==> src/rtl/bank_pkg.sv <==
// Shared types and default geometry for the bank command/data protocol.
package bank_pkg;

  localparam int BANK_NUM_BANKS  = 5;
  localparam int BANK_ADDR_WIDTH = 9;
  localparam int BANK_DATA_WIDTH = 32;

  // One beat across all banks; bank k occupies slice k.
  typedef logic [BANK_NUM_BANKS*BANK_DATA_WIDTH-1:0] bank_data_t;

  // Command as carried on the command channel.
  typedef struct packed {
    logic                       rw;
    logic [BANK_NUM_BANKS-1:0]  mask;
    logic [BANK_ADDR_WIDTH-1:0] addr;
  } bank_cmd_t;

endpackage

==> src/rtl/bank_slot_responder_if.sv <==
// Slot-side command/write/read channels plus the multi-bank RAM port.
interface bank_slot_responder_if
  import bank_pkg::*;
#(
  parameter int NUM_BANKS  = BANK_NUM_BANKS,
  parameter int ADDR_WIDTH = BANK_ADDR_WIDTH,
  parameter int DATA_WIDTH = BANK_DATA_WIDTH
);
  logic                            cmd_valid;
  logic                            cmd_ready;
  logic                            cmd_rw;
  logic [NUM_BANKS-1:0]            cmd_mask;
  logic [ADDR_WIDTH-1:0]           cmd_addr;
  logic                            wvalid;
  logic                            wready;
  logic [NUM_BANKS*DATA_WIDTH-1:0] wdata;
  logic                            rvalid;
  logic [NUM_BANKS*DATA_WIDTH-1:0] rdata;
  logic [NUM_BANKS-1:0]            ram_en;
  logic                            ram_we;
  logic [ADDR_WIDTH-1:0]           ram_addr;
  logic [NUM_BANKS*DATA_WIDTH-1:0] ram_wdata;
  logic [NUM_BANKS*DATA_WIDTH-1:0] ram_rdata;
  logic                            busy;

  // Responder view.
  modport slave (
    input  cmd_valid, cmd_rw, cmd_mask, cmd_addr, wvalid, wdata, ram_rdata,
    output cmd_ready, wready, rvalid, rdata, ram_en, ram_we, ram_addr,
           ram_wdata, busy
  );

  // Master slot and RAM view.
  modport master (
    output cmd_valid, cmd_rw, cmd_mask, cmd_addr, wvalid, wdata, ram_rdata,
    input  cmd_ready, wready, rvalid, rdata, ram_en, ram_we, ram_addr,
           ram_wdata, busy
  );

endinterface

==> src/rtl/bank_sync_fifo.sv <==
// Show-ahead synchronous FIFO; pointers carry one wrap bit for full/empty.
module bank_sync_fifo #(
  parameter int WIDTH = 8,
  parameter int DEPTH = 4
) (
  input  logic             clk,
  input  logic             rst,
  input  logic             push_i,
  input  logic [WIDTH-1:0] din_i,
  input  logic             pop_i,
  output logic [WIDTH-1:0] dout_o,
  output logic             full_o,
  output logic             empty_o
);
  localparam int AW = $clog2(DEPTH);

  logic [AW:0]      wr_ptr_q, wr_ptr_d;
  logic [AW:0]      rd_ptr_q, rd_ptr_d;
  logic [WIDTH-1:0] mem_q [DEPTH];
  logic             do_push, do_pop;

  assign full_o  = (wr_ptr_q[AW] != rd_ptr_q[AW]) &&
                   (wr_ptr_q[AW-1:0] == rd_ptr_q[AW-1:0]);
  assign empty_o = (wr_ptr_q == rd_ptr_q);
  assign do_push = push_i && !full_o;
  assign do_pop  = pop_i && !empty_o;
  assign dout_o  = mem_q[rd_ptr_q[AW-1:0]];

  // Pointer next-state: advance on accepted push/pop.
  always_comb begin
    wr_ptr_d = wr_ptr_q + (AW+1)'(do_push);
    rd_ptr_d = rd_ptr_q + (AW+1)'(do_pop);
  end

  // Pointer registers; reset empties the FIFO immediately.
  always_ff @(posedge clk or posedge rst) begin
    if (rst) begin
      wr_ptr_q <= '0;
      rd_ptr_q <= '0;
    end else begin
      wr_ptr_q <= wr_ptr_d;
      rd_ptr_q <= rd_ptr_d;
    end
  end

  // Storage write; contents need no reset since the pointers gate them.
  always_ff @(posedge clk) begin
    if (do_push) mem_q[wr_ptr_q[AW-1:0]] <= din_i;
  end

endmodule

==> src/rtl/bank_slot_responder.sv <==
// Queues commands and write beats, issues in-order multi-bank RAM accesses
// one per cycle, and returns masked read data after a fixed latency.
module bank_slot_responder
  import bank_pkg::*;
#(
  parameter int NUM_BANKS   = BANK_NUM_BANKS,
  parameter int ADDR_WIDTH  = BANK_ADDR_WIDTH,
  parameter int DATA_WIDTH  = BANK_DATA_WIDTH,
  parameter int FIFO_DEPTH  = 4,
  parameter int RAM_LATENCY = 2
) (
  input  logic                 clk,
  input  logic                 rst,
  bank_slot_responder_if.slave bus
);
  localparam int BEAT_W = NUM_BANKS*DATA_WIDTH;
  localparam int CMD_W  = 1 + NUM_BANKS + ADDR_WIDTH;

  typedef struct packed {
    logic                  rw;
    logic [NUM_BANKS-1:0]  mask;
    logic [ADDR_WIDTH-1:0] addr;
  } cmd_t;

  // Zero every bank slice whose mask bit is clear.
  function automatic logic [BEAT_W-1:0] mask_gate(
    input logic [BEAT_W-1:0]    d,
    input logic [NUM_BANKS-1:0] m
  );
    logic [BEAT_W-1:0] r;
    r = '0;
    for (int k = 0; k < NUM_BANKS; k++)
      if (m[k]) r[k*DATA_WIDTH +: DATA_WIDTH] = d[k*DATA_WIDTH +: DATA_WIDTH];
    return r;
  endfunction

  logic              ready_en_q;
  logic              cmd_full, cmd_empty, dat_full, dat_empty;
  logic              cmd_push, dat_push;
  cmd_t              cmd_in, cmd_head;
  logic [BEAT_W-1:0] dat_head;
  logic              issue, issue_rd;

  // Return pipeline: the RAM answers RAM_LATENCY cycles after the edge that
  // samples ram_en, so the tag is tracked through RAM_LATENCY+1 stages.
  logic [RAM_LATENCY:0]   rtn_vld_q, rtn_vld_d;
  logic [NUM_BANKS-1:0]   rtn_mask_q [RAM_LATENCY+1];
  logic                   rvalid_q;
  logic [BEAT_W-1:0]      rdata_q;

  // Readies stay low through reset and rise on the first edge after release.
  always_ff @(posedge clk or posedge rst) begin
    if (rst) ready_en_q <= 1'b0;
    else     ready_en_q <= 1'b1;
  end

  assign bus.cmd_ready = ready_en_q && !cmd_full;
  assign bus.wready    = ready_en_q && !dat_full;
  assign cmd_push      = bus.cmd_valid && bus.cmd_ready;
  assign dat_push      = bus.wvalid && bus.wready;

  // Pack the incoming command.
  always_comb begin
    cmd_in      = '0;
    cmd_in.rw   = bus.cmd_rw;
    cmd_in.mask = bus.cmd_mask;
    cmd_in.addr = bus.cmd_addr;
  end

  bank_sync_fifo #(.WIDTH(CMD_W), .DEPTH(FIFO_DEPTH)) u_cmd_fifo (
    .clk     (clk),
    .rst     (rst),
    .push_i  (cmd_push),
    .din_i   (cmd_in),
    .pop_i   (issue),
    .dout_o  (cmd_head),
    .full_o  (cmd_full),
    .empty_o (cmd_empty)
  );

  bank_sync_fifo #(.WIDTH(BEAT_W), .DEPTH(FIFO_DEPTH)) u_dat_fifo (
    .clk     (clk),
    .rst     (rst),
    .push_i  (dat_push),
    .din_i   (bus.wdata),
    .pop_i   (issue && cmd_head.rw),
    .dout_o  (dat_head),
    .full_o  (dat_full),
    .empty_o (dat_empty)
  );

  // Issue: head read goes unconditionally, head write waits for its beat.
  always_comb begin
    issue         = 1'b0;
    bus.ram_en    = '0;
    bus.ram_we    = 1'b0;
    bus.ram_addr  = '0;
    bus.ram_wdata = '0;
    if (!cmd_empty && (!cmd_head.rw || !dat_empty)) begin
      issue         = 1'b1;
      bus.ram_en    = cmd_head.mask;
      bus.ram_we    = cmd_head.rw;
      bus.ram_addr  = cmd_head.addr;
      if (cmd_head.rw) bus.ram_wdata = dat_head;
    end
  end

  assign issue_rd  = issue && !cmd_head.rw;
  assign rtn_vld_d = {rtn_vld_q[RAM_LATENCY-1:0], issue_rd};

  // Return tag valid shift; reset discards reads in flight.
  always_ff @(posedge clk or posedge rst) begin
    if (rst) rtn_vld_q <= '0;
    else     rtn_vld_q <= rtn_vld_d;
  end

  // Return mask shift alongside the valid bits.
  always_ff @(posedge clk) begin
    rtn_mask_q[0] <= cmd_head.mask;
    for (int i = 1; i <= RAM_LATENCY; i++) rtn_mask_q[i] <= rtn_mask_q[i-1];
  end

  // Capture gated bank data and pulse rvalid when a tag emerges.
  always_ff @(posedge clk or posedge rst) begin
    if (rst) begin
      rvalid_q <= 1'b0;
      rdata_q  <= '0;
    end else begin
      rvalid_q <= rtn_vld_q[RAM_LATENCY];
      if (rtn_vld_q[RAM_LATENCY])
        rdata_q <= mask_gate(bus.ram_rdata, rtn_mask_q[RAM_LATENCY]);
    end
  end

  assign bus.rvalid = rvalid_q;
  assign bus.rdata  = rdata_q;
  assign bus.busy   = !cmd_empty || !dat_empty || (|rtn_vld_q);

endmodule
==> src/flat_wrapper.sv <==
// flat-port wrapper written by rule: the top's interface ports become plain ports
module bank_slot_responder_flat import bank_pkg::*;
#(
  parameter int NUM_BANKS   = BANK_NUM_BANKS,
  parameter int ADDR_WIDTH  = BANK_ADDR_WIDTH,
  parameter int DATA_WIDTH  = BANK_DATA_WIDTH,
  parameter int FIFO_DEPTH  = 4,
  parameter int RAM_LATENCY = 2
)
  (clk, rst, bus_cmd_valid, bus_cmd_rw, bus_cmd_mask, bus_cmd_addr, bus_wvalid, bus_wdata, bus_ram_rdata, bus_cmd_ready, bus_wready, bus_rvalid, bus_rdata, bus_ram_en, bus_ram_we, bus_ram_addr, bus_ram_wdata, bus_busy);
  bank_slot_responder_if #(.NUM_BANKS(NUM_BANKS), .ADDR_WIDTH(ADDR_WIDTH), .DATA_WIDTH(DATA_WIDTH)) bus_i ();
  input  logic clk;
  input  logic rst;
  input wire logic [$bits(bus_i.cmd_valid)-1:0] bus_cmd_valid;
  input wire logic [$bits(bus_i.cmd_rw)-1:0] bus_cmd_rw;
  input wire logic [$bits(bus_i.cmd_mask)-1:0] bus_cmd_mask;
  input wire logic [$bits(bus_i.cmd_addr)-1:0] bus_cmd_addr;
  input wire logic [$bits(bus_i.wvalid)-1:0] bus_wvalid;
  input wire logic [$bits(bus_i.wdata)-1:0] bus_wdata;
  input wire logic [$bits(bus_i.ram_rdata)-1:0] bus_ram_rdata;
  output wire logic [$bits(bus_i.cmd_ready)-1:0] bus_cmd_ready;
  output wire logic [$bits(bus_i.wready)-1:0] bus_wready;
  output wire logic [$bits(bus_i.rvalid)-1:0] bus_rvalid;
  output wire logic [$bits(bus_i.rdata)-1:0] bus_rdata;
  output wire logic [$bits(bus_i.ram_en)-1:0] bus_ram_en;
  output wire logic [$bits(bus_i.ram_we)-1:0] bus_ram_we;
  output wire logic [$bits(bus_i.ram_addr)-1:0] bus_ram_addr;
  output wire logic [$bits(bus_i.ram_wdata)-1:0] bus_ram_wdata;
  output wire logic [$bits(bus_i.busy)-1:0] bus_busy;
  assign bus_i.cmd_valid = bus_cmd_valid;
  assign bus_i.cmd_rw = bus_cmd_rw;
  assign bus_i.cmd_mask = bus_cmd_mask;
  assign bus_i.cmd_addr = bus_cmd_addr;
  assign bus_i.wvalid = bus_wvalid;
  assign bus_i.wdata = bus_wdata;
  assign bus_i.ram_rdata = bus_ram_rdata;
  assign bus_cmd_ready = bus_i.cmd_ready;
  assign bus_wready = bus_i.wready;
  assign bus_rvalid = bus_i.rvalid;
  assign bus_rdata = bus_i.rdata;
  assign bus_ram_en = bus_i.ram_en;
  assign bus_ram_we = bus_i.ram_we;
  assign bus_ram_addr = bus_i.ram_addr;
  assign bus_ram_wdata = bus_i.ram_wdata;
  assign bus_busy = bus_i.busy;
  bank_slot_responder #(.NUM_BANKS(NUM_BANKS), .ADDR_WIDTH(ADDR_WIDTH), .DATA_WIDTH(DATA_WIDTH), .FIFO_DEPTH(FIFO_DEPTH), .RAM_LATENCY(RAM_LATENCY)) u_core (.clk(clk), .rst(rst), .bus(bus_i));
endmodule
==> config.mk <==
export PLATFORM = sky130hd
export DESIGN_NAME = bank_slot_responder_flat
export DESIGN_NICKNAME = d
export VERILOG_FILES = /design/src/rtl/bank_pkg.sv /design/src/rtl/bank_slot_responder_if.sv /design/src/rtl/bank_sync_fifo.sv /design/src/rtl/bank_slot_responder.sv /design/src/flat_wrapper.sv
export SDC_FILE = /design/constraint.sdc
export NUM_CORES = 1
export LEC_CHECK = 0
export ABC_AREA = 1
export CAP_MARGIN = 20
export CORE_MARGIN = 5
export CORE_UTILIZATION = 50
export CTS_BUF_LIST = sky130_fd_sc_hd__clkbuf_16
export DETAILED_ROUTE_END_ITERATION = 7
export PLACE_DENSITY_LB_ADDON = 0.08
export SETUP_SLACK_MARGIN = 0.2
export SLEW_MARGIN = 20
export SYNTH_ARGS = -nofsm -noshare
export SYNTH_HDL_FRONTEND = slang
export SYNTH_HIERARCHICAL = 1
export SYNTH_SLANG_ARGS = --single-unit
==> constraint.sdc <==
create_clock -name clk -period 13.2 [get_ports clk]
set_input_delay 1.98 -clock clk [delete_from_list [all_inputs] [get_ports clk]]
set_output_delay 1.98 -clock clk [all_outputs]
set_load 0.01 [all_outputs]
== Word level (Yosys, flattened, before mapping) ==
Memories as Yosys holds them, arrays and structs flattened.
Index checks and enable logic that the tools add are counted.

* Logic and storage cells: 58
* Memories kept: 3
* RAM bits: 715
* Flip-flop bits (word level): 177
* Input port bits: 339

* Muxes and demuxes: 15
* Reduce and logical (&&, ||, !) cells: 22
* Add/sub/neg operators: 4
* Equality and inequality tests: 6

{| class="wikitable"
|+ Memories
! memory !! words !! bits a word !! read ports !! clocked after memory_dff !! wr ports !! RTL line !! RTL
|-
| u_core.u_dat_fifo.mem_q || 4 || 160 || 1 || 0 || 1 || bank_sync_fifo.sv:19 || <nowiki>logic [WIDTH-1:0] mem_q [DEPTH];</nowiki>
|-
| u_core.u_cmd_fifo.mem_q || 4 || 15 || 1 || 0 || 1 || bank_sync_fifo.sv:19 ||
|-
| u_core.rtn_mask_q || 3 || 5 || 3 || 0 || 3 || bank_slot_responder.sv:47 || <nowiki>logic [NUM_BANKS-1:0] rtn_mask_q [RAM_LATENCY+1];</nowiki>
|}

{| class="wikitable"
|+ Operators by type and width
! operator !! number
|-
| $mux 160 || 2
|-
| $mux 32 || 5
|-
| $logic_and 1x1->1 || 13
|-
| $add 3x1->3 || 4
|-
| $mux 9 || 1
|-
| $eq 3x3->1 || 2
|-
| $mux 1 || 6
|-
| $logic_not 1->1 || 5
|-
| $mux 5 || 1
|-
| $eq 2x2->1 || 2
|-
| $logic_or 1x1->1 || 3
|-
| $reduce_or 3->1 || 1
|-
| $ne 1x1->1 || 2
|}

== Depth between registers and ports, before layout ==
* Depth after elaboration: 8
* Mapped depth: 15
* Mapped depth without buffers: 13

== By module ==
Netlist, hierarchy kept.

{| class="wikitable"
|+ By module, submodules not included
! module !! area an instance (µm²) !! cells an instance !! sequential area each (µm²) !! times used
|-
| bank_sync_fifo at u_core.u_dat_fifo || 24080.6 || 1588 || 19368.6 || 1
|-
| bank_slot_responder || 8375.5 || 1120 || 4429.2 || 1
|-
| bank_sync_fifo at u_core.u_cmd_fifo || 2544.9 || 185 || 1951.9 || 1
|}

== Least setup slack after synthesis ==
No wires, ideal clock.

* Path type: in2reg
* From: input port bus_wvalid
* To: memory u_core/u_dat_fifo/mem_q[0][0] in the netlist's numbering, enable pin
* Cell stages on the path: 4
* Slack: 3.669 ns
* Arrival: 8.849 ns
* Setup time: 0.682 ns
* Cells stage by stage: inv_1 -> nor2_1 -> nand2_1 -> nor2_1

* Word-level cells in the longest chain between the ends: 4

{| class="wikitable"
|+ RTL lines
! element !! RTL line !! RTL
|-
| start: declaration || flat_wrapper.sv:18 || <nowiki>input wire logic [$bits(bus_i.wvalid)-1:0] bus_wvalid;</nowiki>
|-
| $logic_and 1x1->1 || bank_slot_responder.sv:60 || <nowiki>assign dat_push = bus.wvalid && bus.wready;</nowiki>
|-
| net u_core.dat_push || bank_slot_responder.sv:39 || <nowiki>logic cmd_push, dat_push;</nowiki>
|-
| $logic_and 1x1->1 || bank_sync_fifo.sv:25 || <nowiki>assign do_push = push_i && !full_o;</nowiki>
|-
| $mux 1 || bank_sync_fifo.sv:48 || <nowiki>if (do_push) mem_q[wr_ptr_q[AW-1:0]] <= din_i;</nowiki>
|-
| $mux 1 (implied by the code) || bank_sync_fifo.sv:48 ||
|-
| end: declaration || bank_sync_fifo.sv:19 ||
|}

The timed path passes the listed nets, and every way through them passes these cells.

==> run metrics <==
WP data arrival=5.27 ns; post-CTS sizing=0; r2r setup slk=8.87 ns; commonest non-fill, non-tap cells in the layout=edfxtp_1, clkdlybuf4s50_1, nor2_1, nand2_1, o21ai_0; RSZ-0062 raised after global routing=no; count of final setup violators=0; area occupied by multi-input gates=7831 sq um; Die Wd=274.6 microns; final core occ=0.6457; Final Wtd Congestion=0.8712; Max Buffers Root-to-Sink=3; Final Hold Viols=0; status=complete, no violations; Yosys cell types=27; Hold Crit Class=register to register; Power Dens Cells=252.3 nW/um^2; crit-path max FO=95; CTS H-tree lvls=3; GRT overflow=0; Vert. Die Dim=274.6 microns; layout cells sized above 1=0.05259; slowest stage delay, CP=0.87 ns; first-pass GRT wire length=150300 microns; worst hold endpoint=u_core/rtn_mask_q[0][11]; GRT Total Usage=0.2627; vias=24705; Worst-Margin Slew=1.089 ns; Post-CTS Setup Inserts=0; IO Pins=678; cell types occupying the most area after synthesis=edfxtp_1, dfrtp_1, nor2_1; Syn Nets=3240; via-per-instance ratio=5.446; sequential area share after synthesis=0.7357; Initial Util=0.5016; DR DRC count=0; WL/cell=22.62 microns; period utilization=0.5490; Clock Skew=0.01854 ns; Worst path slowest cell=inv_1; core area=69790 sq um; Reg area=25760 sq um; R2R Path Start=u_core/u_dat_fifo/rd_ptr_q[1]; mapped cell area=35000 sq um; CTS tree=built; Worst R2R Path Depth=12; Async SR Flop Fraction=0.1984; Pre-antenna DRT Iters=8; Rows=97; Ys Warns=6; Fmax achieved=138.0 MHz; cell mode on critical path=buf_4; Root Buffer=clkbuf_16; r2r endpoint=u_core/u_dat_fifo/mem_q[2][74]; initial antenna violation count=35; ANT nets after route=0; clock latency on the worst-skew pair=0.63 ns; DR iter-0 viols=2109; clk sinks=892; Worst path top cell family by delay=buffers and inverters; largest net degree at the start of global routing=161; WP data required=11.22 ns; I/O Buffers=677; worst hold path startpoint=u_core/rtn_mask_q[0][6]; Slew headroom=0.2740; area leader, netlist=edfxtp_1; Num CTS Buffers=92; top_reg_cell synth=edfxtp_1; Seq cells post-synth=892; Placed Instances=4343; CTS Hold Bufs=0; Placement Setup Slack=6.580 ns; number of synthesized flops with an enable pin=700; final worst slack=5.953 ns; vias in the first global route=24125; die area=75390 sq um; post-synth top area share=0.6006; crit end category=primary output; final WL=102600 microns; min cycle time layout=7.247 ns; Final Non-Filler Cells=4536; Critical Path Start Type=register; clk slew on worst S/H paths=0.06 ns; Mean Syn Cell Area=12.10 sq um; Pleak=16.74 nW; fillers=5215; max-cap viol count=0; worst-path cell chain=inv_1 -> o21ai_0 -> o22ai_4 -> buf_4 -> buf_4 -> nand2_1 -> nor2_1 -> clkdlybuf4s50_1; DP Wirelength=65020 microns; Post-Syn Instances=2893; Final Slew Violations=0; TNS Setup=0 ns; WHS Path Cells=0; CP bufs+invs=4; worst vdd ir=0.2211 mV; Area Overhead vs Synth=28.73%; Layout Nets=3846; Setup CP Type=register to primary output; most common cell after layout, fill and taps aside=edfxtp_1
-- state kept, by name (all words and copies together) (netlist names) --
register / cells
u_core/rtn_vld_q: 3
u_core/u_dat_fifo/mem_q: 640
u_core/bus.rvalid: 1
u_core/u_cmd_fifo/mem_q: 60
u_core/bus.rdata: 160
u_core/u_cmd_fifo/wr_ptr_q: 3
u_core/u_dat_fifo/wr_ptr_q: 3
u_core/ready_en_q: 1
u_core/rtn_mask_q: 15
u_core/u_dat_fifo/rd_ptr_q: 3
u_core/u_cmd_fifo/rd_ptr_q: 3
-- worst reg2reg max path, delay by kind of cell, from the launching register on --
family | cells | cell delay (ns)
DFF | 1 | 0.48
and+or+nand+nor | 7 | 1.52
buffers and inverters | 5 | 1.88
-- worst max path at each step --
stage / startpoint / endpoint / slack [ns] / depth (start not counted)
floorplan: bus_wvalid / u_core/u_dat_fifo/mem_q[0][0] / 3.67 / 4
global placement: u_core/u_cmd_fifo/rd_ptr_q[0] / bus_ram_wdata[47] / 6.79 / 8
detailed placement: u_core/u_cmd_fifo/rd_ptr_q[0] / bus_ram_wdata[34] / 6.58 / 8
CTS: u_core/u_cmd_fifo/rd_ptr_q[0] / bus_ram_wdata[34] / 5.87 / 8
global route: u_core/u_cmd_fifo/rd_ptr_q[0] / bus_ram_wdata[34] / 5.62 / 8
finish: u_core/u_cmd_fifo/rd_ptr_q[0] / bus_ram_wdata[34] / 5.95 / 8
-- cell families after synthesis --
logic type | count (synthesis) | share of synthesized area
compound gates | 525 | 0.08133
xor+xnor | 6 | 0.001501
fa+ha+maj | 8 | 0.002860
buf+inv | 249 | 0.04222
flops | 892 | 0.7357
other cells | 1 | 0.0001071
simple gates | 1212 | 0.1363
-- per-layer routing --
layer,vias up,part of all wire,routed length (microns),global-route usage
met5,-,0.0023,231,0
met4,36,0.020,2007,0.07235
met3,157,0.088,9074,0.07352
met2,935,0.48,49470,0.4223
met1,12193,0.41,41820,0.3565
li1,11384,-,-,-
-- per-stage QoR --
stage | hold WS (ns) | total power (W) | instance area (sq um)
2_1_floorplan | 0.3096 | 0.006652 | 35000
3_3_place_gp | 0.3121 | 0.008798 | 41990
3_5_place_dp | 0.3121 | 0.008884 | 42000
4_1_cts | 0.3137 | 0.01143 | 44950
5_1_grt | 0.3318 | 0.01200 | 45030
6_report | 0.3137 | 0.01137 | 45060
-- cell usage after synthesis, types with 8 or more instances --
library cell    n
o21ai_0       315
buf_2          67
buf_4          22
dfxtp_1        15
clkbuf_1       61
o22ai_1       175
ha_1            8
edfxtp_1      700
dfrtp_1       177
buf_6          46
o21ai_1        35
inv_1          44
nand3_1       162
nor2_1        537
nand2_1       508
-- final cells by class --
cell class,count,area share
Inverter,49,0.004471
Tap cell,940,0.02610
Timing Repair Buffer,712,0.1570
Antenna cell,21,0.001166
Sequential cell,892,0.5718
Clock inverter,75,0.01291
Clock buffer,95,0.05276
Multi-Input combinational cell,1752,0.1738
-- power breakdown --
| part | switching, W | total (W) | leakage [nW] | internal (W) |
|---|---|---|---|---|
| logic | 0.00293 | 0.00491 | 6.48 | 0.00199 |
| registers | 0.000315 | 0.00394 | 8.76 | 0.00362 |
| clock network | 0.00106 | 0.00252 | 1.50 | 0.00146 |
| total | 0.00430 | 0.0114 | 16.7 | 0.00707 |
Power figures use the tool's default switching activity.
==> edit, RTL diff (same flow settings) <==
Set the package constant `BANK_ADDR_WIDTH` to 10 (it was 9).
--- a/src/rtl/bank_pkg.sv
+++ b/src/rtl/bank_pkg.sv
@@ -3,5 +3,5 @@
 
   localparam int BANK_NUM_BANKS  = 5;
-  localparam int BANK_ADDR_WIDTH = 9;
+  localparam int BANK_ADDR_WIDTH = 10;
   localparam int BANK_DATA_WIDTH = 32;
 
Interface: changed (resized bus_cmd_addr and bus_ram_addr); port bits go from 678 to 680. The function was not compared with the original's and may differ.
==> edit against the original RTL <==
Total power increased by 0.14%; via count increased by 1.3%; die area increased by 0.52%; wire length increased by 7.0%; combinational power increased by 2%; non-clock buffer count increased by 3; worst setup slack improved by 0.59 ns; clock skew decreased by 0.0021 ns; register-to-register slack got worse by 0.19 ns; sequential cell count increased by 4; critical path depth increased by 1; design area increased by 0.15%; area after synthesis increased by 0.54%; sequential power increased by 1%; largest cell class unchanged.
==> edit: results (changes against the original RTL) <==
| Metric | Value |
|---|---|
| RR Startpoint | u_core/u_dat_fifo/rd_ptr_q[0]$_DFF_PP0_ |
| Worst setup margin | 6.539 ns (+0.5863 ns) |
| DP Area | 0.04223 mm2 (+0.55%) |
| Largest net degree at the start of global routing | 164 (+1.9%) |
| GPL Wtd Cong | 0.8927 (+2.5%) |
| Dpl cells | 4358 (+0.35%) |
| Ys async rst share | 19.75% (-0.089 points) |
| First-pass GRT wire length | 158.8 mm (+5.6%) |
| Worst EP arrival | 4.68 ns (-0.59 ns) |
| Min-delay src | u_core/rtn_mask_q[0][7]$_DFF_P_ |
| Hold WS | 0.3203 ns (+0.006627 ns) |
| Reg-to-Reg End | u_core/u_dat_fifo/mem_q[3][138]$_DFFE_PP_ |
| Leakage | 16.76 nW (about the same) |
| Slowest-stage cell, CP | dfrtp_4 |
| Clock Skew | 0.01645 ns (-0.002091 ns) |
| Seq/Total Area, Yosys | 73.51% (about the same) |
| Share of cells above drive strength 1 | 5.185% (-0.073 points) |
| Pre-Repair DR Iteration Count | 7 (-1) |
| Hold worst-path end | u_core/rtn_mask_q[0][12]$_DFF_P_ |
| Status | finished, final reports clean |
| CP Max Fanout | 82 (-14%) |
| Crit path largest cell delay | 0.85 ns (-0.02 ns) |
| DRT Wirelength | 109.8 mm (+7.0%) |
| Sw Share | 38.79% (+0.99 points) |
| Worst R2R Setup Slack | 8.68 ns (-0.19 ns) |
==> edit: cell families (layout without fill, tap and decap cells) <==
kind of cell / after synthesis / after routing / synth area share (%)
adders and majority gates: 8 / 8 / 0.2845
DFF: 896 / 896 / 73.51
buffers and inverters: 251 / 933 / 4.295
xor gates and xnor gates: 6 / 6 / 0.1493
other: 1 / 30 / 0.01066
and+or+nand+nor: 1215 / 1215 / 13.61
AOI/OAI and AO/OA: 528 / 528 / 8.135
==> edit: cell type report <==
| class | instances | area (um2) |
|---|---|---|
| clock inverter | 77 | 531.8 |
| multi-input combinational | 1758 | 7866 |
| inverter | 50 | 205.2 |
| fill | 5310 | 24780 |
| clock buffer | 91 | 2277 |
| timing repair buffer | 715 | 7116 |
| sequential | 896 | 25880 |
| tap | 940 | 1176 |
| antenna | 29 | 72.57 |
==> edit: metal layers <==
| metal | GRT usage, % | vias up | part of all wire (%) |
|---|---|---|---|
| met5 | 0 | - | 0.12 |
| li1 | - | 11430 | - |
| met3 | 7.345 | 166 | 8.5 |
| met4 | 8.506 | 22 | 2.6 |
| met1 | 37.58 | 12430 | 40 |
| met2 | 45.70 | 969 | 49 |
==> edit: how the worst max path moves through the flow <==
stage | endpoint | from | depth (start not counted)
detailed placement | bus_ram_wdata[108] | u_core/u_dat_fifo/rd_ptr_q[0]$_DFF_PP0_ | 9
floorplan | u_core/u_dat_fifo/mem_q[0][0]$_DFFE_PP_ | bus_wvalid | 4
finish | bus_ram_wdata[150] | u_core/u_dat_fifo/rd_ptr_q[0]$_DFF_PP0_ | 9
global placement | bus_ram_wdata[152] | u_core/u_dat_fifo/rd_ptr_q[0]$_DFF_PP0_ | 9
CTS | bus_ram_wdata[108] | u_core/u_dat_fifo/rd_ptr_q[0]$_DFF_PP0_ | 9
global route | bus_ram_wdata[140] | u_core/u_dat_fifo/rd_ptr_q[0]$_DFF_PP0_ | 9
==> edit: power by group through the flow <==
stage	Clock [mW]	Sequential, mW	Combinational, mW
final	2.40	3.99	4.99
after global placement	0	4.02	4.94
after global routing	2.57	4.04	5.39
after CTS	2.45	3.99	5.02
after detailed placement	0	4.04	4.99
after floorplan	0	4.06	2.64
